**src/rtl/pipe_mem_stage.sv**
```systemverilog
// MEM stage of the five-stage pipeline: issues loads/stores to a
// variable-latency data memory over a req/ack handshake, stalls upstream
// while an access is outstanding, aborts on timeout, and holds the MEM/WB
// pipeline register feeding write-back.
module pipe_mem_stage #(
  parameter int TIMEOUT = 255
) (
  input  logic        clock,
  input  logic        reset,
  input  logic        mwreg,
  input  logic        mm2reg,
  input  logic        mwmem,
  input  logic [4:0]  mrn,
  input  logic [31:0] malu,
  input  logic [31:0] mb,
  output logic        dm_req,
  output logic        dm_we,
  output logic [31:0] dm_addr,
  output logic [31:0] dm_wdata,
  input  logic        dm_ack,
  input  logic [31:0] dm_rdata,
  output logic        mstall,
  output logic        merr,
  output logic        wwreg,
  output logic        wm2reg,
  output logic [4:0]  wrn,
  output logic [31:0] walu,
  output logic [31:0] wmo
);

  typedef enum logic [1:0] {
    ST_IDLE = 2'd0,
    ST_REQ  = 2'd1,
    ST_DONE = 2'd2
  } state_t;

  // Timeout limit narrowed to the counter width (legal range is 1..255).
  localparam logic [7:0] TO_LIMIT = 8'(TIMEOUT);

  state_t      state_q, state_d;
  logic [7:0]  cnt_q, cnt_d;
  logic        dm_req_q, dm_req_d;
  logic        dm_we_q, dm_we_d;
  logic        merr_q, merr_d;
  logic        abort_q, abort_d;
  logic [31:0] lbuf_q, lbuf_d;

  logic        wwreg_q, wwreg_d;
  logic        wm2reg_q, wm2reg_d;
  logic [4:0]  wrn_q, wrn_d;
  logic [31:0] walu_q, walu_d;
  logic [31:0] wmo_q, wmo_d;

  logic        mem_op;
  logic        is_load;
  logic        stall;

  // A store wins when both load and store flags are set.
  assign mem_op  = mm2reg | mwmem;
  assign is_load = mm2reg & ~mwmem;

  // Address and data come straight from EX/MEM, which is frozen during the access.
  assign dm_addr  = {malu[31:2], 2'b00};
  assign dm_wdata = mb;

  // Stall depends only on state and decode so no ack-to-stall path exists.
  always_comb begin
    stall = 1'b0;
    case (state_q)
      ST_IDLE: begin
        if (mem_op) begin
          stall = 1'b1;
        end else begin
          stall = 1'b0;
        end
      end
      ST_REQ:  stall = 1'b1;
      ST_DONE: stall = 1'b0;
      default: stall = 1'b0;
    endcase
  end

  // Handshake FSM: issue request, wait for ack or timeout, then retire.
  always_comb begin
    state_d  = state_q;
    cnt_d    = cnt_q;
    dm_req_d = dm_req_q;
    dm_we_d  = dm_we_q;
    merr_d   = merr_q;
    abort_d  = abort_q;
    lbuf_d   = lbuf_q;
    case (state_q)
      ST_IDLE: begin
        if (mem_op) begin
          state_d  = ST_REQ;
          dm_req_d = 1'b1;
          dm_we_d  = mwmem;
          cnt_d    = 8'd0;
          abort_d  = 1'b0;
        end else begin
          state_d  = ST_IDLE;
        end
      end
      ST_REQ: begin
        if (dm_ack) begin
          lbuf_d   = dm_rdata;
          dm_req_d = 1'b0;
          state_d  = ST_DONE;
        end else if ((cnt_q + 8'd1) == TO_LIMIT) begin
          cnt_d    = cnt_q + 8'd1;
          dm_req_d = 1'b0;
          merr_d   = 1'b1;
          abort_d  = 1'b1;
          state_d  = ST_DONE;
        end else begin
          cnt_d    = cnt_q + 8'd1;
        end
      end
      ST_DONE: begin
        state_d = ST_IDLE;
      end
      default: begin
        state_d  = ST_IDLE;
        dm_req_d = 1'b0;
      end
    endcase
  end

  // MEM/WB next value: bubble while stalled, otherwise the instruction in MEM.
  always_comb begin
    wwreg_d  = 1'b0;
    wm2reg_d = 1'b0;
    wrn_d    = 5'd0;
    walu_d   = 32'd0;
    wmo_d    = 32'd0;
    if (!stall) begin
      if ((state_q == ST_DONE) && abort_q) begin
        // Aborted access retires as a full bubble.
        wwreg_d  = 1'b0;
        wm2reg_d = 1'b0;
        wrn_d    = 5'd0;
        walu_d   = 32'd0;
        wmo_d    = 32'd0;
      end else begin
        wwreg_d  = mwreg;
        wm2reg_d = is_load;
        wrn_d    = mrn;
        walu_d   = malu;
        if ((state_q == ST_DONE) && is_load) begin
          wmo_d = lbuf_q;
        end else begin
          wmo_d = 32'd0;
        end
      end
    end else begin
      wwreg_d = 1'b0;
    end
  end

  // State and pipeline registers with synchronous reset taking priority.
  always_ff @(posedge clock) begin
    if (reset) begin
      state_q  <= ST_IDLE;
      cnt_q    <= 8'd0;
      dm_req_q <= 1'b0;
      dm_we_q  <= 1'b0;
      merr_q   <= 1'b0;
      abort_q  <= 1'b0;
      lbuf_q   <= 32'd0;
      wwreg_q  <= 1'b0;
      wm2reg_q <= 1'b0;
      wrn_q    <= 5'd0;
      walu_q   <= 32'd0;
      wmo_q    <= 32'd0;
    end else begin
      state_q  <= state_d;
      cnt_q    <= cnt_d;
      dm_req_q <= dm_req_d;
      dm_we_q  <= dm_we_d;
      merr_q   <= merr_d;
      abort_q  <= abort_d;
      lbuf_q   <= lbuf_d;
      wwreg_q  <= wwreg_d;
      wm2reg_q <= wm2reg_d;
      wrn_q    <= wrn_d;
      walu_q   <= walu_d;
      wmo_q    <= wmo_d;
    end
  end

  assign mstall = stall;
  assign dm_req = dm_req_q;
  assign dm_we  = dm_we_q;
  assign merr   = merr_q;
  assign wwreg  = wwreg_q;
  assign wm2reg = wm2reg_q;
  assign wrn    = wrn_q;
  assign walu   = walu_q;
  assign wmo    = wmo_q;

endmodule

```
**config.mk**
```make
export PLATFORM = sky130hd
export DESIGN_NAME = pipe_mem_stage
export DESIGN_NICKNAME = d
export VERILOG_FILES = /design/src/rtl/pipe_mem_stage.sv
export SDC_FILE = /design/constraint.sdc
export NUM_CORES = 1
export LEC_CHECK = 0
export ABC_AREA = 1
export CORE_AREA = 3 3 106 108
export DETAILED_ROUTE_END_ITERATION = 12
export DIE_AREA = 0 0 109 111
export GPL_ROUTABILITY_DRIVEN = 0
export PLACE_DENSITY = 0.85
export SLEW_MARGIN = 5
export SYNTH_ARGS = -nofsm -noshare
export SYNTH_HDL_FRONTEND = slang
export SYNTH_SLANG_ARGS = --single-unit
```
**constraint.sdc**
```tcl
create_clock -name clock -period 2.6 [get_ports clock]
set_input_delay 0.26 -clock clock [delete_from_list [all_inputs] [get_ports clock]]
set_output_delay 0.26 -clock clock [all_outputs]
set_load 0.02 [all_outputs]
```
==> impl_summary.md <==
Outcome
The run finished with clean final reports.

STA
Setup repair after global routing left no endpoint under its margin. Setup slack on the critical path of the routed design comes to 0.395 ns. On the final layout, the worst clock skew is 0.0103 ns.

The final-report max-slew violation count came to 0. The setup total negative slack is 0 ns. The worst pin sits at a relative slew slack of 57.8%. The count of final hold-check violations was 0.

The slew at the pin closest to its max-slew limit is 0.631 ns. In the finished design, the share of the clock period the worst path needs comes to 84.8%. Setup violations remaining at the end of the flow were counted as 0. The fmax is 454 MHz. The time the final worst path needs with I/O delays and setup is 2.20 ns.

Hold path
The tightest min-delay check is of the primary input to flop type.

Clocking
The post-CTS repair timing setup buffer count is 0. The number of hold buffers added after CTS was 0. TritonCTS built the clock tree. The H-tree was split into 4 levels.

Gates resized during post-CTS repair numbered 0. The clock root buffer master is sky130_fd_sc_hd__clkbuf_8. The clock-pin transition on the worst setup and hold timing paths is 0.06 ns. The insertion delay to the later sink of the worst-skew pair is 0.49 ns. The number of buffers created by CTS is 17.

The clock passes through at most 2 buffers. CTS saw 117 sinks.

Setup path
The required time reported for the critical path endpoint is 2.34 ns. The type of the worst setup path is flop to output pin. Walking the worst path, the cells encountered are inv_1 > nor2_2 > nor2_2 > inv_1 > clkdlybuf4s50_1. The highest net fanout along the worst path is 5. Among all stages on the critical path, the largest delay is contributed by sky130_fd_sc_hd__clkdlybuf4s50_1.

The nature of the critical path endpoint is an output pin. The nature of the critical path startpoint is a flop. Data arrives at the worst endpoint at 1.94 ns. The kind of cell with the highest combined delay along the critical path is buffers and inverters. On the worst path, the slowest cell contributes a delay of 0.60 ns. The number of buffers and inverters on the critical path is 3.

Die
The row count is 37. The die footprint is 0.0121 sq mm. The overall die width is 109 um. The I/O pin total is 246.

The floorplan step set the die height to 111 um. The initial standard-cell utilization of the core is 41.0%. The placeable core area is 0.0103 sq mm.

Placement
The placement-stage worst setup slack is 0.353 ns. Input and output buffers added on the ports amount to 179. Detailed placement ended at an HPWL of 7580 um.

Logic synthesis
In this run, synthesis produced a sequential element count of 117. Multiplexer cells account for 0% of the synthesized area. Synthesis produced 502 cells. The simple-gate portion of the synthesized area is 13.0%. The adder and majority cell fraction of the synthesized area is 0.591%. The portion of the post-synthesis area used by sequential elements is 55.3%. After synthesis, the largest family of logic cells by area is buffers and inverters. After synthesis, the mean cell area works out to 8.44 sq um.

The xor-xnor portion of the synthesized cell area is 0.207%. The count of synthesis-stage warnings from yosys is 0. The synthesized-area fraction occupied by ao, oa, aoi and oai cells is 9.98%. Synthesis instantiated 25 different standard cells from the library.

The synthesized netlist occupies a cell area of 0.00424 sq mm.

Layout
The ratio of cells with drive above 1 in the final layout is 6.91%. Relative to the synthesized area, the layout overhead comes to 48.1%. The number of nets in the layout is 733. The count of inserted antenna diode cells is 0. Fill cells in the final layout number 863.

Detailed routing
The routed design uses 738 um of met3 wire. The count of nets left with antenna violations once routing finished came out at 0. The total iterations of the first detailed-routing run is 4. For this block, the routed nets add up to 10300 um of wire. The routed length on met2 is 5420 um. In the final routed layout, each cell accounts on average for 13.4 um. The routed metal-1 wire length is 3870 um. The via density per instance is 4.43. For this run, design rule violations remaining after detail routing come to 0. For this block, the via count after detailed routing is 3424. The highest layer touched by signal routing is met4. The violation count after the first detailed-routing iteration is 196.

Global route
The via count of the first global-routing pass is 3465. The global route total overflow is 0. The first global-routing pass estimated 16300 um of wire. The initial antenna violation count is 0. Entering global routing, the biggest net connects 65 pins. Across every metal layer, demand over resource in global routing totals 17.1%.

Power
In this run the static leakage power is 2.54 nW. Across the VDD grid, the largest voltage drop is 0.000346 V. Dividing total power by cell area gives a power density of 760 mW/mm^2.

Job
The tool flagged a number of max-cap violations equal to 0.
[cell type report]
| class | instances | area [sq um] | share of cell area (%) |
|---|---|---|---|
| inverter | 83 | 312 | 4.97 |
| sequential | 117 | 2340 | 37.3 |
| clock buffer | 20 | 445 | 7.10 |
| clock inverter | 12 | 151 | 2.41 |
| multi-input combinational | 222 | 1020 | 16.2 |
| timing repair buffer | 183 | 1830 | 29.2 |
| tap | 136 | 170 | 2.71 |
[layer usage]
layer	vias up	track usage, %
li1	1702	-
met1	1553	17.8
met2	134	30.3
met3	35	5.13
met4	0	8.50
met5	-	0
[where the power goes]
| part | switching (W) | internal (W) |
|---|---|---|
| clock | 0.000771 | 0.00151 |
| combinational | 0.000293 | 0.000275 |
| sequential | 0.0000347 | 0.00189 |
| total | 0.00110 | 0.00367 |
[flip-flops by register name (all words and copies together) (netlist names)]
signal   flops
walu        32
cnt_q        8
lbuf_q      32
wm2reg       1
dm_we        1
wwreg        1
abort_q      1
wmo         32
merr         1
dm_req       1
wrn          5
state_q      2
[worst min-delay path, delay by kind of cell]
family / cells / cell delay [ns]
buffers and inverters: 2 / 0.44
AND/OR/NAND/NOR: 1 / 0.03
[final timing paths]
check	startpoint	to	slack [ns]	cells after the start
worst min register to register	lbuf_q[1]$_SDFFE_PP0P_	wmo[1]$_SDFF_PP0_	0.43	2
worst min-delay path	mrn[3]	wrn[3]$_SDFF_PP0_	0.29	3
worst max-delay path	state_q[0]$_SDFFE_PP0P_	mstall	0.40	5
worst max register to register	cnt_q[0]$_SDFFE_PP0P_	dm_req$_SDFFE_PP0P_	0.84	10
[cells in the mapped netlist (all sizes together)]
cell / count / area (sq um)
dfxtp: 117 / 2340
nor2: 85 / 334
inv: 83 / 312
buf: 70 / 529
a21oi: 42 / 210
nand2: 38 / 145
o21ai: 36 / 180
clkbuf: 11 / 41.3
nand3: 9 / 45.0
ha: 2 / 25.0
nor3: 2 / 15.0
a211oi: 1 / 7.51
conb: 1 / 3.75
nor3b: 1 / 12.5
o211a: 1 / 10.0
o21a: 1 / 7.51
o21bai: 1 / 7.51
xnor2: 1 / 8.76
[metrics by stage]
step	hold slack, ns	total power, W	std cells	cell area [sq um]	utilization, %
final	0.291	0.00477	773	6270	60.8
after global routing	0.279	0.00497	773	6270	60.8
after CTS	0.260	0.00483	773	6270	60.8
after detailed placement	0.429	0.00253	741	5680	55.0
after global placement	0.419	0.00251	741	5680	55.0
after floorplan	0.338	0.00232	503	4240	-
[layout by cell type, fill, tap and decap left out, types with 2 or more instances in the layout]
cell type and instances:
sky130_fd_sc_hd__nand3_1 9, sky130_fd_sc_hd__clkinvlp_4 2, sky130_fd_sc_hd__clkbuf_16 16, sky130_fd_sc_hd__clkinv_2 4
sky130_fd_sc_hd__clkdlybuf4s50_1 179, sky130_fd_sc_hd__inv_1 82, sky130_fd_sc_hd__ha_1 2, sky130_fd_sc_hd__buf_4 3
sky130_fd_sc_hd__nand2_2 2, sky130_fd_sc_hd__nor2_1 81, sky130_fd_sc_hd__a21oi_1 42, sky130_fd_sc_hd__conb_1 2
sky130_fd_sc_hd__o21ai_0 36, sky130_fd_sc_hd__clkbuf_8 3, sky130_fd_sc_hd__clkinv_4 2, sky130_fd_sc_hd__nand2_1 36
sky130_fd_sc_hd__nor2_2 3, sky130_fd_sc_hd__bufinv_16 3, sky130_fd_sc_hd__dfxtp_1 117
[kinds of logic after synthesis]
group / after synthesis
AOI/OAI and AO/OA: 82
xor gates and xnor gates: 1
adders and majority gates: 2
buffers and inverters: 164
DFF: 117
other: 1
and+or+nand+nor: 135
Note: power is estimated with default switching activity, not from simulation.
==> RTL edit: new RTL, same flow settings <==
Re-encode `state_t` (3 states) as one-hot, 3 bits wide.
--- a/src/rtl/pipe_mem_stage.sv
+++ b/src/rtl/pipe_mem_stage.sv
@@ -29,8 +29,8 @@
 );
 
-  typedef enum logic [1:0] {
-    ST_IDLE = 2'd0,
-    ST_REQ  = 2'd1,
-    ST_DONE = 2'd2
+  typedef enum logic [2:0] {
+    ST_IDLE = 3'b001,
+    ST_REQ  = 3'b010,
+    ST_DONE = 3'b100
   } state_t;
 
Formal check against the unedited RTL: no difference found for any inputs over 10 cycles, from zero or initial values and one cycle with reset high; not proved beyond that.
==> RTL edit against the original RTL <==
  * Critical path depth unchanged
  * Power fell by 0.82%
  * Worst setup slack got worse by 0.094 ns
  * Wire length rose by 6.7%
  * Count of clock-buffer cells in the layout shrank 1
  * Via count rose by 2.9%
  * Register-to-register slack got worse by 0.16 ns
  * Sequential cell count is 1 higher
  * Synthesized area rose by 2.5%
  * Final cell count rose by 0.65%
  * Cell area up 1.4%
  * Global-route usage up 1.3 points
  * Highest routed layer unchanged
==> RTL edit: results (changes against the original RTL) <==
Cell Area, Placed=0.00578 sq mm (+1.7%); met1 Use GR=16.4% (-1.3 points); Fin Hold WS=0.284 ns (-0.00751 ns); Initial DRC Count=197 (+0.51%); Avg WL per Cell=14.2 um (+6.0%); top_reg_cell synth=dfxtp_1; Seq area share=37.1% (-0.21 points); M2 GR Usage=35.4% (+5.1 points); Fill cells=842 (-2.4%); dominant cells by area after synthesis=dfxtp_1 54%, buf_4 11%, inv_1 7.4%, a21oi_1 4.6%, nor2_1 4.5%; post-synthesis xor/xnor area fraction=0% (-0.21 points); DP Wirelength=8240 um (+8.7%); Routed WL=11000 um (+6.7%); Post-synth top cells=118 x dfxtp_1, 86 x inv_1, 64 x buf_4; Mapped Cells=507 (+1.0%); pwr dens=743 mW/mm^2 (-2.2%); share of layout cells above drive strength 1=12.0% (+5.1 points); Rel. slew slack=65.4% (+7.6 points); largest net degree at the start of global routing=39 (-40%); sw power=1.09 mW (-0.60%); flop-to-flop setup slack=0.68 ns (-0.16 ns); Worst EP arrival=2.04 ns (+0.10 ns); Multi-In Gates=215 (-3.2%); HP Class=input port to flop; final clock skew=0.00705 ns (-0.00326 ns); nonclk inv count=93 (+12%); Total GRT Usage=18.3% (+1.3 points); buffer share of cell area=28.8% (-0.49 points); CTS Root Cell=clkbuf_8; sequential fraction of the synthesis area=54.4% (-0.91 points); Synth cell types=24 (-4.0%); bufs w/o clock=184 (+0.55%); CP max FO=4 (-1); Post-CTS Resized=0 (unchanged); # clk buffers=19 (-5.0%); Final Hold Fails=0 (unchanged); final setup margin=0.301 ns (-0.0941 ns); flops & latches, synth=118 (+0.85%); combinational power=0.555 mW (-2%); status=finished clean; GR met3 Demand/Resource=5.82% (+0.70 points); Via Count=3525 (+2.9%); Storage cell area=0.00236 sq mm (+0.85%); compound-gate portion of the synthesized area=9.79% (-0.19 points); Leakage=2.53 nW (-0.63%); H-tree Lvls=4 (unchanged); first-pass GRT wire length=17200 um (+5.9%); footprint of the multi-input gates=0.00106 sq mm (+4.5%); Placed Cells=746 (+0.67%); Peak VDD IR=0.436 mV (+26%); fin nets=738 (+0.68%); fraction of the mapped netlist area in adder cells=0.576% (-0.015 points); Layout clock area frac=9.22% (-0.29 points); dpl ws=0.493 ns (+0.140 ns)
[RTL edit: cell count changes after synthesis, moves of 3 or more]
cell,before,now
nand2_1,37,29
nor2_1,81,52
nor2_2,3,28
nand3_1,9,12
inv_2,1,7
o22ai_1,0,3
inv_1,82,86
[RTL edit: tightest hold or removal path, cell delays in order]
cell and delay [ns]:
clkdlybuf4s50_1 0.39, inv_1 0.05, nor2_1 0.04
[RTL edit: path summary, 6_finish.rpt]
path,to,cells past startpoint,from
hold reg to reg,wmo[24]$_SDFF_PP0_,2,lbuf_q[24]$_SDFFE_PP0P_
setup / recovery,mstall,5,state_q[1]$_SDFFE_PP0P_
setup reg to reg,lbuf_q[17]$_SDFFE_PP0P_,6,state_q[1]$_SDFFE_PP0P_
hold / removal,wrn[4]$_SDFF_PP0_,3,mrn[4]
[RTL edit: layer usage]
layer | wire length (um) | share of wire (%)
met3 | 1050 | 9.6
met1 | 3540 | 32
met2 | 6100 | 55
met5 | 0 | 0
met4 | 326 | 3.0
